`src/rtl/ddsm_pkg.sv`:
```
// Shared constants and helpers for the MASH delta-sigma modulator.
// Latency: n/a (package only).
// Backpressure: n/a.
package ddsm_pkg;

  // Width of the signed modulus-offset output word.
  localparam int DDSM_Y_W = 4;

  // Dither LFSR: 15-bit Fibonacci, polynomial x^15 + x^14 + 1.
  localparam int LFSR_W     = 15;
  localparam int LFSR_TAP_A = 14;  // x^15 term
  localparam int LFSR_TAP_B = 13;  // x^14 term
  localparam logic [LFSR_W-1:0] DDSM_LFSR_SEED = 15'h0001;

  typedef struct packed {
    logic signed [DDSM_Y_W-1:0] lo;
    logic signed [DDSM_Y_W-1:0] hi;
  } ddsm_range_t;

  // Legal output range for a given modulator order.
  function automatic ddsm_range_t ddsm_y_range(input int order);
    ddsm_range_t r;
    case (order)
      1:       begin r.lo = 4'sd0;  r.hi = 4'sd1; end
      2:       begin r.lo = -4'sd1; r.hi = 4'sd2; end
      default: begin r.lo = -4'sd3; r.hi = 4'sd4; end
    endcase
    return r;
  endfunction

endpackage

```
`src/rtl/ddsm_accum_stage.sv`:
```
// One MASH accumulator stage: acc <= acc + addend + cin, carry out is the overflow.
// Latency: sum_lo/carry are combinational from acc and inputs; acc updates on en.
// Backpressure: none; en=0 holds the accumulator.
// Ports: clk, rst (sync, active-high), en, addend[FRAC_W], cin -> sum_lo[FRAC_W], carry.
module ddsm_accum_stage #(
  parameter int FRAC_W = 16
) (
  input  logic              clk,
  input  logic              rst,
  input  logic              en,
  input  logic [FRAC_W-1:0] addend,
  input  logic              cin,
  output logic [FRAC_W-1:0] sum_lo,
  output logic              carry
);

  logic [FRAC_W-1:0] acc;
  logic [FRAC_W:0]   sum;

  assign sum    = {1'b0, acc} + {1'b0, addend} + {{FRAC_W{1'b0}}, cin};
  assign sum_lo = sum[FRAC_W-1:0];
  assign carry  = sum[FRAC_W];

  always_ff @(posedge clk) begin
    if (rst) begin
      acc <= '0;
    end else if (en) begin
      acc <= sum_lo;
    end
  end

endmodule

```
`src/rtl/mash_ddsm.sv`:
```
// MASH 1-1-1 delta-sigma modulator (order 1..3) with optional LFSR LSB dither.
// Latency: y is registered; an en edge presents the carries of the pre-edge state.
// Backpressure: none; en is the only flow control and en=0 holds all state.
// Ports: clk, rst (sync, active-high), en, load, frac_in[FRAC_W], dither_en
//        -> y (signed 4-bit offset), y_valid (delay line primed).
import ddsm_pkg::*;

module mash_ddsm #(
  parameter int                FRAC_W    = 16,
  parameter int                ORDER     = 3,
  parameter logic [LFSR_W-1:0] LFSR_SEED = DDSM_LFSR_SEED
) (
  input  logic                       clk,
  input  logic                       rst,
  input  logic                       en,
  input  logic                       load,
  input  logic [FRAC_W-1:0]          frac_in,
  input  logic                       dither_en,
  output logic signed [DDSM_Y_W-1:0] y,
  output logic                       y_valid
);

  localparam logic [1:0] PRIME_N = ORDER[1:0];

  function automatic logic [DDSM_Y_W-1:0] ext(input logic b);
    return {{(DDSM_Y_W-1){1'b0}}, b};
  endfunction

  logic [FRAC_W-1:0] frac_q;
  logic [LFSR_W-1:0] lfsr;
  logic [1:0]        prime_cnt;
  logic              stage1_cin;

  // chain[0] feeds stage 1; chain[i] is stage i's new low sum, feeding stage i+1
  // in the same cycle (no inter-stage register).
  logic [FRAC_W-1:0] chain [0:ORDER];
  logic [ORDER:1]    c;
  logic [DDSM_Y_W-1:0] y_next;
  logic              unused_sum_tail;

  assign chain[0]        = frac_q;
  assign stage1_cin      = dither_en & lfsr[0];
  assign unused_sum_tail = ^chain[ORDER];

  for (genvar i = 1; i <= ORDER; i++) begin : g_stage
    ddsm_accum_stage #(.FRAC_W(FRAC_W)) u_stage (
      .clk    (clk),
      .rst    (rst),
      .en     (en),
      .addend (chain[i-1]),
      .cin    ((i == 1) ? stage1_cin : 1'b0),
      .sum_lo (chain[i]),
      .carry  (c[i])
    );
  end

  // Noise-cancellation network; modulo-16 arithmetic yields the signed result.
  if (ORDER == 1) begin : g_cancel1
    assign y_next = ext(c[1]);
  end else if (ORDER == 2) begin : g_cancel2
    logic c2_z1;
    always_ff @(posedge clk) begin
      if (rst)     c2_z1 <= 1'b0;
      else if (en) c2_z1 <= c[2];
    end
    assign y_next = ext(c[1]) + ext(c[2]) - ext(c2_z1);
  end else begin : g_cancel3
    logic c2_z1, c3_z1, c3_z2;
    always_ff @(posedge clk) begin
      if (rst) begin
        c2_z1 <= 1'b0;
        c3_z1 <= 1'b0;
        c3_z2 <= 1'b0;
      end else if (en) begin
        c2_z1 <= c[2];
        c3_z1 <= c[3];
        c3_z2 <= c3_z1;
      end
    end
    // c3 - 2*c3_z1 + c3_z2 is the second difference of the stage-3 carry.
    assign y_next = ext(c[1]) + ext(c[2]) - ext(c2_z1)
                  + ext(c[3]) - (ext(c3_z1) << 1) + ext(c3_z2);
  end

  always_ff @(posedge clk) begin
    if (rst) begin
      y         <= '0;
      lfsr      <= LFSR_SEED;
      prime_cnt <= 2'd0;
    end else if (en) begin
      y    <= y_next;
      lfsr <= {lfsr[LFSR_W-2:0], lfsr[LFSR_TAP_A] ^ lfsr[LFSR_TAP_B]};
      if (prime_cnt != PRIME_N) prime_cnt <= prime_cnt + 2'd1;
    end
  end

  // load is independent of en; a concurrent en step still sums the old frac_q.
  always_ff @(posedge clk) begin
    if (rst)       frac_q <= '0;
    else if (load) frac_q <= frac_in;
  end

  assign y_valid = (prime_cnt == PRIME_N);

endmodule

```
`config.mk`:
```
export PLATFORM = sky130hd
export DESIGN_NAME = mash_ddsm
export DESIGN_NICKNAME = d
export VERILOG_FILES = /design/src/rtl/ddsm_pkg.sv /design/src/rtl/ddsm_accum_stage.sv /design/src/rtl/mash_ddsm.sv
export SDC_FILE = /design/constraint.sdc
export NUM_CORES = 1
export LEC_CHECK = 0
export CORE_ASPECT_RATIO = 1.4
export CORE_MARGIN = 5
export CORE_UTILIZATION = 60
export DETAILED_ROUTE_END_ITERATION = 16
export PLACE_DENSITY = 0.79
export SETUP_SLACK_MARGIN = 0.5
export SYNTH_ARGS = -nofsm -noshare
export SYNTH_HDL_FRONTEND = slang
export SYNTH_SLANG_ARGS = --single-unit
export TNS_END_PERCENT = 20
```
`constraint.sdc`:
```
create_clock -name clk -period 17.5 [get_ports clk]
set_clock_uncertainty 0.05 [all_clocks]
set_input_delay 2.625 -clock clk [delete_from_list [all_inputs] [get_ports clk]]
set_output_delay 2.625 -clock clk [all_outputs]
set_load 0.02 [all_outputs]
```
==> results of run 1 <==
[cells in the mapped netlist (3+ instances only)]
library cell	count
nor2_1	99
dfxtp_1	88
ha_1	56
mux2i_1	48
a21oi_1	44
nand2_1	41
o21ai_0	28
inv_1	24
xnor2_1	22
nor3_1	18
clkbuf_1	17
nand3_1	17
xor2_1	15
a21o_1	13
and3_1	13
a211oi_1	11
buf_2	9
o211ai_1	8
o21a_1	7
fa_1	6
nand4_1	6
nand2b_1	5
or3_1	5
a31o_2	4
o21bai_1	4
a311o_1	3
a31oi_1	3
buf_1	3
nor4_1	3
o221ai_1	3
[worst max-delay path by stage]
stage | cells after the start | end | startpoint
2_1_floorplan | 27 | y[2] | dither_en
3_3_place_gp | 26 | y[2] | dither_en
3_5_place_dp | 26 | y[2] | dither_en
4_1_cts | 26 | y[2] | dither_en
5_1_grt | 26 | y[2] | dither_en
6_report | 26 | y[2] | dither_en
[stage by stage]
stage                     std cells  worst slack [ns]  hold WS (ns)  cell area (µm²)  util [%]
after floorplan                 669             10.07        0.3815             5722         -
after CTS                       793             9.333        0.4234             6279     66.75
after global placement          777             9.126        0.3981             5991     63.69
after global routing            793             8.868        0.4613             6279     66.75
after detailed placement        777             8.996        0.4082             5991     63.69
final                           793             9.311        0.4278             6279     66.75
[worst register-to-register path, stage by stage (launching register included)]
cell and delay, ns:
dfxtp_1 0.40, nand2_1 0.09, fa_1 0.42, fa_1 0.42
nand2b_1 0.18, a21oi_1 0.25, o21ai_0 0.15, a21oi_1 0.26
xor2_1 0.19, ha_1 0.32, a21o_1 0.22, a21o_1 0.19
a41o_1 0.20, a21oi_1 0.27, xnor2_1 0.17, ha_1 0.31
a21oi_1 0.28, o21ai_0 0.12, a21boi_0 0.26, o2bb2ai_1 0.21
fa_1 0.25, ha_1 0.16, xor2_1 0.15, nor2_1 0.05
a21oi_1 0.13, nor2_1 0.05
[flip-flops by register name, summed over array words and instances, names as in the netlist]
register             count
g_stage.u_stage.acc     48
lfsr                    15
frac_q                  16
g_cancel3.c2_z1          1
g_cancel3.c3_z2          1
prime_cnt                2
y                        4
g_cancel3.c3_z1          1
[layer usage]
metal | vias to the layer above | GRT usage (%) | share of wire, %
met4 | 0 | 10.06 | 2.7
met3 | 34 | 3.606 | 3.4
li1 | 2422 | - | -
met2 | 108 | 39.19 | 51
met5 | - | 0 | 0
met1 | 2247 | 26.51 | 43
[final cells by class]
type                            instances  area [µm²]
Multi-Input combinational cell        526        3735
Fill cell                             763        3128
Sequential cell                        88        1762
Timing Repair Buffer                   28       262.8
Clock buffer                            9       225.2
Tap cell                              110       137.6
Inverter                               25       93.84
Clock inverter                          7       62.56
[cell families after synthesis]
group,Yosys count,synth area share [%]
compound gates,157,19.05
mux,48,8.397
buf+inv,55,3.936
flops,88,30.79
simple gates,222,17.82
xor+xnor,37,5.664
fa+ha+maj,62,14.35
[power by group]
| group | leakage (nW) | internal, mW | switching, mW |
|---|---|---|---|
| registers | 0.722 | 0.225 | 0.0155 |
| logic | 2.01 | 0.110 | 0.149 |
| clock network | 0.132 | 0.0990 | 0.0878 |
[cells in the final DEF, fill, tap and decap left out, types with 22 or more instances in the layout]
cell type / n
ha_1: 56
a21oi_1: 44
mux2i_1: 48
xnor2_1: 22
clkdlybuf4s50_1: 23
inv_1: 24
nor2_1: 99
dfxtp_1: 88
nand2_1: 41
o21ai_0: 28
==> metrics.txt, run 1 <==
Slew headroom=35.52%; CP Max Fanout=6; placer congestion estimate=0.8821; IO buf count=25; Primary FF master, synth=dfxtp_1; cts repair resizes=0; total negative slack=0 ns; Clock transition at path regs=0.07 ns; R2R Path Start=lfsr[0]; hold path endpoint=g_stage[3].u_stage.acc[15]; # IOs=26; DP Wirelength=8828 µm; cts bufs inserted=9; DRT iter0 DRCs=292; critical path arrival=8.34 ns; total of max-cap violations=0; largest net degree at the start of global routing=88; first-pass GRT wire length=21410 µm; power per cell area=109.3 nW/µm²; crit path launch type=primary input; initial antenna violation count=0; Clock Sinks=88; peak supply drop=0.06346 mV; Congestion Overflow GR=0; Max Slew Vio Count=0; cell taking the most area after synthesis=dfxtp_1; synthesized area=5722 µm²; leakage power=2.860 nW; CTS HTree Levels=3; Longest Clk Path Bufs=2; Power Total=0.6861 mW; drt drc=0; Mapped Nets=752; r2r setup slk=11.62 ns; vias in the first global route=4752; Avg Synthesized Cell Area=8.553 µm²; Routed Antenna Nets=0; Tcrit/Tclk final=46.79%; Yosys Warn Count=0; CORE AREA=9407 µm²; slowest CP cell=clkdlybuf4s50_1; Seq/Total Area, Yosys=30.79%; reg2reg path depth=25; worst-margin pin slew=0.9641 ns; worst hold start=g_stage[3].u_stage.acc[15]; Chip Height=125.5 µm; fraction of layout instances using a drive strength above 1=5.857%; Layout Nets=761; reg-to-reg critical path endpoint=y[2]; post-synthesis register bit count=88; area grow syn2layout=9.731%; post-DR wirelength/cell=15.66 µm; CTS tree=yes; CP endpoint kind=flop; top area cells in the synthesized netlist=dfxtp_1 31%, ha_1 12%, mux2i_1 8.4%, nor2_1 6.5%, a21oi_1 3.8%; floorplan row count=42; required time of the worst setup path=17.65 ns; Yosys cell types=65; crit-path leading delay family=compound AO/OA/AOI/OAI gates; area of the die=11620 µm²; CP most frequent cell=a21oi_1; Post CTS Setup Buffer Count=0; Final Hold Fails=0; share of Yosys cell area claimed by the top area cell type=30.79%; first-pass detailed-route iteration total=5; Max Fclk=122.1 MHz; RSZ-0062 raised after global routing=no; worst hold path type=reg -> reg; asr flop ratio synth=0%; Syn Inst Count=669; outcome=finished clean; n_diodes=0; Hold Buf Count CTS=0; Post-synth EDFFs=0; die width=92.53 µm; Clock Tree Root=clkbuf_16; gr usage total=22.36%; drt via density=6.067; Bufs and invs on worst path=1; Clock Latency Late Sink=0.34 ns; Via Count=4811; hold path cells=2; Setup Viol. Count Final=0; WS Path Type=in -> reg; WL final=12420 µm; Initial Util=60.83%; clock period minus worst slack=8.189 ns; CP max stage delay=0.45 ns
No activity file was read; power rests on OpenSTA's default activity.
==> inputs of run 2 (changes only) <==
Clock period 17.5 ns to 7.8 ns, I/O delays scaled along.
==> run 2 against run 1 <==
Against the previous run: core utilization grew 0.92 points; final area rose by 1.4%; hold slack improved by 0.0017 ns; setup slack worse by 8.3 ns; power is 140% higher; via count increased by 0.79%; sequential cell count stayed put; combinational power increased by 130%; routed wire length is 2.9% higher; largest cell class unchanged; largest power group unchanged.
==> metrics.txt, run 2 (synthesized netlist as in run 1, its figures left out) <==
post-DR wirelength/cell=16.12 µm; CP Max Fanout=6; first-pass GRT wire length=21740 µm; Chip Height=125.5 µm; CORE AREA=9407 µm²; worst-margin pin slew=0.9797 ns; die width=92.53 µm; r2r setup slk=1.91 ns; max FFs per register=48; cts bufs inserted=9; Max Slew Vio Count=0; Longest Clk Path Bufs=2; area grow syn2layout=11.24%; floorplan row count=42; CTS tree=yes; dpl cells=777; Initial Util=60.83%; Congestion Overflow GR=0; Clock Tree Root=clkbuf_16; DRT iter0 DRCs=266; Routed Antenna Nets=0; Clock Latency Late Sink=0.34 ns; largest registers=g_stage.u_stage.acc (48), frac_q (16), lfsr (15); area of the die=11620 µm²; critical path arrival=6.90 ns; initial antenna violation count=0; drt drc=0; Post CTS Setup Buffer Count=0; Max Fclk=148.2 MHz; crit path launch type=primary input; fraction of layout instances using a drive strength above 1=5.857%; Slew headroom=34.48%; Hold Buf Count CTS=0; gr usage total=22.71%; Layout Nets=761; worst hold path type=reg -> reg; vias in the first global route=4829; drt via density=6.115; CP endpoint kind=flop; peak supply drop=0.1339 mV; total of max-cap violations=0; DP Wirelength=8847 µm; Clock Sinks=88; largest net degree at the start of global routing=88; n_diodes=0; WS Path Type=in -> reg; total negative slack=0 ns; placer congestion estimate=0.8824; # IOs=26; Most flops, register=g_stage.u_stage.acc; RSZ-0062 raised after global routing=no; power per cell area=262.1 nW/µm²; Via Count=4849; cts repair resizes=0; Final Hold Fails=0; outcome=finished clean; commonest cells after routing, fill and taps aside=99 x nor2_1, 88 x dfxtp_1, 56 x ha_1; leakage power=2.910 nW; Finished Layout Cells=793; IO buf count=25; first-pass detailed-route iteration total=5; CTS HTree Levels=3; most common cell after layout, fill and taps aside=nor2_1; WL final=12780 µm; Clock transition at path regs=0.07 ns; Tcrit/Tclk final=86.53%; Setup Viol. Count Final=0; required time of the worst setup path=7.95 ns; clock period minus worst slack=6.749 ns
-- run 2: cell types whose count changed in the layout (fill, tap and decap cells not counted) --
| cell | delta |
|---|---|
| clkinvlp_4 | -3 |
| bufinv_16 | +4 |
| inv_8 | -1 |
| inv_6 | +1 |
| clkinv_4 | -1 |
-- run 2: final cells by class --
type	count	area [µm²]
fill	757	3042
multi-input combinational	526	3735
clock inverter	7	148.9
tap	110	137.6
inverter	25	93.84
timing repair buffer	28	262.8
clock buffer	9	225.2
sequential	88	1762
-- run 2: where the power goes --
group	leakage, nW	internal, mW	switching (mW)
combinational	2.01	0.248	0.341
sequential	0.722	0.505	0.0352
clock	0.183	0.350	0.190
-- run 2: path summary, 6_finish.rpt --
kind / from / to / cells past startpoint
worst max-delay path: dither_en / y[2] / 26
worst min-delay path: g_stage[3].u_stage.acc[8] / g_stage[3].u_stage.acc[8] / 2
worst max register to register: lfsr[0] / y[2] / 25
worst min register to register: g_stage[3].u_stage.acc[8] / g_stage[3].u_stage.acc[8] / 2
-- run 2: per-stage QoR --
step	setup WS, ns	hold WS (ns)	power [mW]	utilization (%)	area, µm²
global placement	0.8805	0.3981	1.100	63.69	5991
detailed placement	0.7391	0.4159	1.126	63.69	5991
CTS	1.078	0.4317	1.671	67.66	6365
global route	0.6247	0.4566	1.774	67.66	6365
floorplan	1.820	0.3815	1.001	-	5722
finish	1.051	0.4295	1.668	67.66	6365
-- run 2: routing by layer --
layer	global-route usage (%)	wire length (µm)
met1	26.07	5438
met2	40.51	6473
met3	3.486	463
met4	10.94	408
met5	0	0
-- run 2: critical path: stages --
cell             delay [ns]
clkdlybuf4s50_1        0.45
nand2_1                0.06
fa_1                   0.42
fa_1                   0.42
nand2b_1               0.18
a21oi_1                0.26
o21ai_0                0.14
a21oi_1                0.26
xor2_1                 0.20
ha_1                   0.32
a21o_1                 0.22
a21o_1                 0.18
a41o_1                 0.20
a21oi_1                0.27
xnor2_1                0.17
ha_1                   0.31
a21oi_1                0.28
o21ai_0                0.12
a21boi_0               0.26
o2bb2ai_1              0.20
fa_1                   0.25
ha_1                   0.17
xor2_1                 0.15
nor2_1                 0.05
a21oi_1                0.13
nor2_1                 0.05
==> inputs of run 3 (changes only) <==
Settings changed: CTS_CLUSTER_SIZE set to 8, PLACE_DENSITY 0.79 to 0.85.
==> run 3 against run 2 <==
Against the previous run: combinational power about the same; non-clock buffer count unchanged; hold slack worse by 0.0075 ns; highest routed layer unchanged.
==> metrics.txt, run 3 (synthesized netlist as in run 1, its figures left out) <==
WS Path Type=in -> reg; die width=92.53 µm; Clock Latency Late Sink=0.35 ns; Clock Sinks=88; Slew headroom=34.58%; worst-margin pin slew=0.9782 ns; clock period minus worst slack=6.769 ns; drt drc=0; placer congestion estimate=0.9636; fraction of layout instances using a drive strength above 1=5.857%; cts repair resizes=0; Max Slew Vio Count=0; Most flops, register=g_stage.u_stage.acc; R2R Path Start=lfsr[0]; Chip Height=125.5 µm; initial antenna violation count=0; reg2reg path depth=25; Max Fclk=147.7 MHz; largest registers=g_stage.u_stage.acc (48), frac_q (16), lfsr (15); Setup Viol. Count Final=0; drt via density=6.194; n_diodes=0; reg-to-reg critical path endpoint=y[2]; register area=1762 µm²; CTS tree=yes; RSZ-0062 raised after global routing=no; commonest cells after routing, fill and taps aside=99 x nor2_1, 88 x dfxtp_1, 56 x ha_1; worst hold path type=reg -> reg; peak supply drop=0.1784 mV; CP endpoint kind=flop; CP Max Fanout=6; # IOs=26; largest net degree at the start of global routing=71; Layout Nets=761; crit path from=dither_en; first-pass GRT wire length=21670 µm; Hold Buf Count CTS=0; Bufs and invs on worst path=1; Via Count=4912; DP Wirelength=9185 µm; area of the die=11620 µm²; required time of the worst setup path=7.95 ns; CP max stage delay=0.46 ns; Routed Antenna Nets=0; outcome=finished clean; total negative slack=0 ns; Tcrit/Tclk final=86.78%; Clock transition at path regs=0.07 ns; Hold Worst Slack=0.4220 ns; crit-path leading delay family=compound AO/OA/AOI/OAI gates; Clock Tree Root=clkbuf_16; IO buf count=25; post-DR wirelength/cell=16.40 µm; r2r setup slk=1.91 ns; leakage power=2.870 nW; CTS HTree Levels=3; floorplan row count=42; total of max-cap violations=0; Congestion Overflow GR=0; area grow syn2layout=9.862%; critical path arrival=6.92 ns; gr usage total=22.81%; power per cell area=247.4 nW/µm²; CORE AREA=9407 µm²; Initial Util=60.83%; worst setup path endpoint=y[2]; vias in the first global route=4965; CP most frequent cell=a21oi_1; Post CTS Setup Buffer Count=0; fill count=734; DRT iter0 DRCs=304; Longest Clk Path Bufs=2; slowest CP cell=clkdlybuf4s50_1; crit path launch type=primary input; WL final=13010 µm; cts bufs inserted=9; Crit path depth=26; Final Hold Fails=0; footprint of the multi-input gates=3735 µm²; most common cell after layout, fill and taps aside=nor2_1; first-pass detailed-route iteration total=5; max FFs per register=48
==> run 3: changes by cell type in the layout (fill, tap and decap cells not counted), sizes merged <==
cell	change
clkinv	+1
bufinv	-4
inv	+2
clkinvlp	+1
==> run 3: layer usage <==
layer  up-vias  track usage (%)  wire [µm]
met5         -                0          0
met2       145            42.05       6941
li1       2418                -          -
met4         0            11.11        357
met3        34            4.387        539
met1      2315            24.39       5168
==> run 3: power breakdown <==
part / switching, mW / leakage, nW / total (mW) / internal [mW]
Clock: 0.200 / 0.142 / 0.425 / 0.225
Sequential: 0.0365 / 0.722 / 0.541 / 0.505
Combinational: 0.341 / 2.01 / 0.589 / 0.248
==> run 3: cell type report <==
class                      count  share of cell area (%)
multi-input combinational    526                   59.41
clock inverter                 7                   1.115
clock buffer                   9                   3.583
tap                          110                   2.189
inverter                      25                   1.493
timing repair buffer          28                   4.180
sequential                    88                   28.03
==> run 3: worst register-to-register path, delay by kind of cell (launching register included) <==
kind                       cells  cell delay (ns)
AOI/OAI and AO/OA             12             2.57
xor gates and xnor gates       3             0.51
adders and majority gates      6             1.84
DFF                            1             0.39
and+or+nand+nor                4             0.37
==> run 3: per-stage QoR <==
stage	instance area [µm²]	power [mW]	util, %	cells	setup slack [ns]
final	6286	1.555	66.83	793	1.031
after global routing	6286	1.654	66.83	793	0.6538
after CTS	6286	1.555	66.83	793	1.090
after detailed placement	5991	1.125	63.69	777	0.7609
after global placement	5991	1.098	63.69	777	0.9455
after floorplan	5722	1.001	-	669	1.820
==> run 3: worst min path at each step <==
stage	to	cells past startpoint	start	slack [ns]
after floorplan	g_stage[3].u_stage.acc[15]	2	g_stage[3].u_stage.acc[15]	0.38
after global placement	g_stage[3].u_stage.acc[15]	2	g_stage[3].u_stage.acc[15]	0.41
after detailed placement	y[3]	2	y[3]	0.41
after CTS	y[3]	2	y[3]	0.42
after global routing	y[3]	2	y[3]	0.46
final	y[3]	2	y[3]	0.42
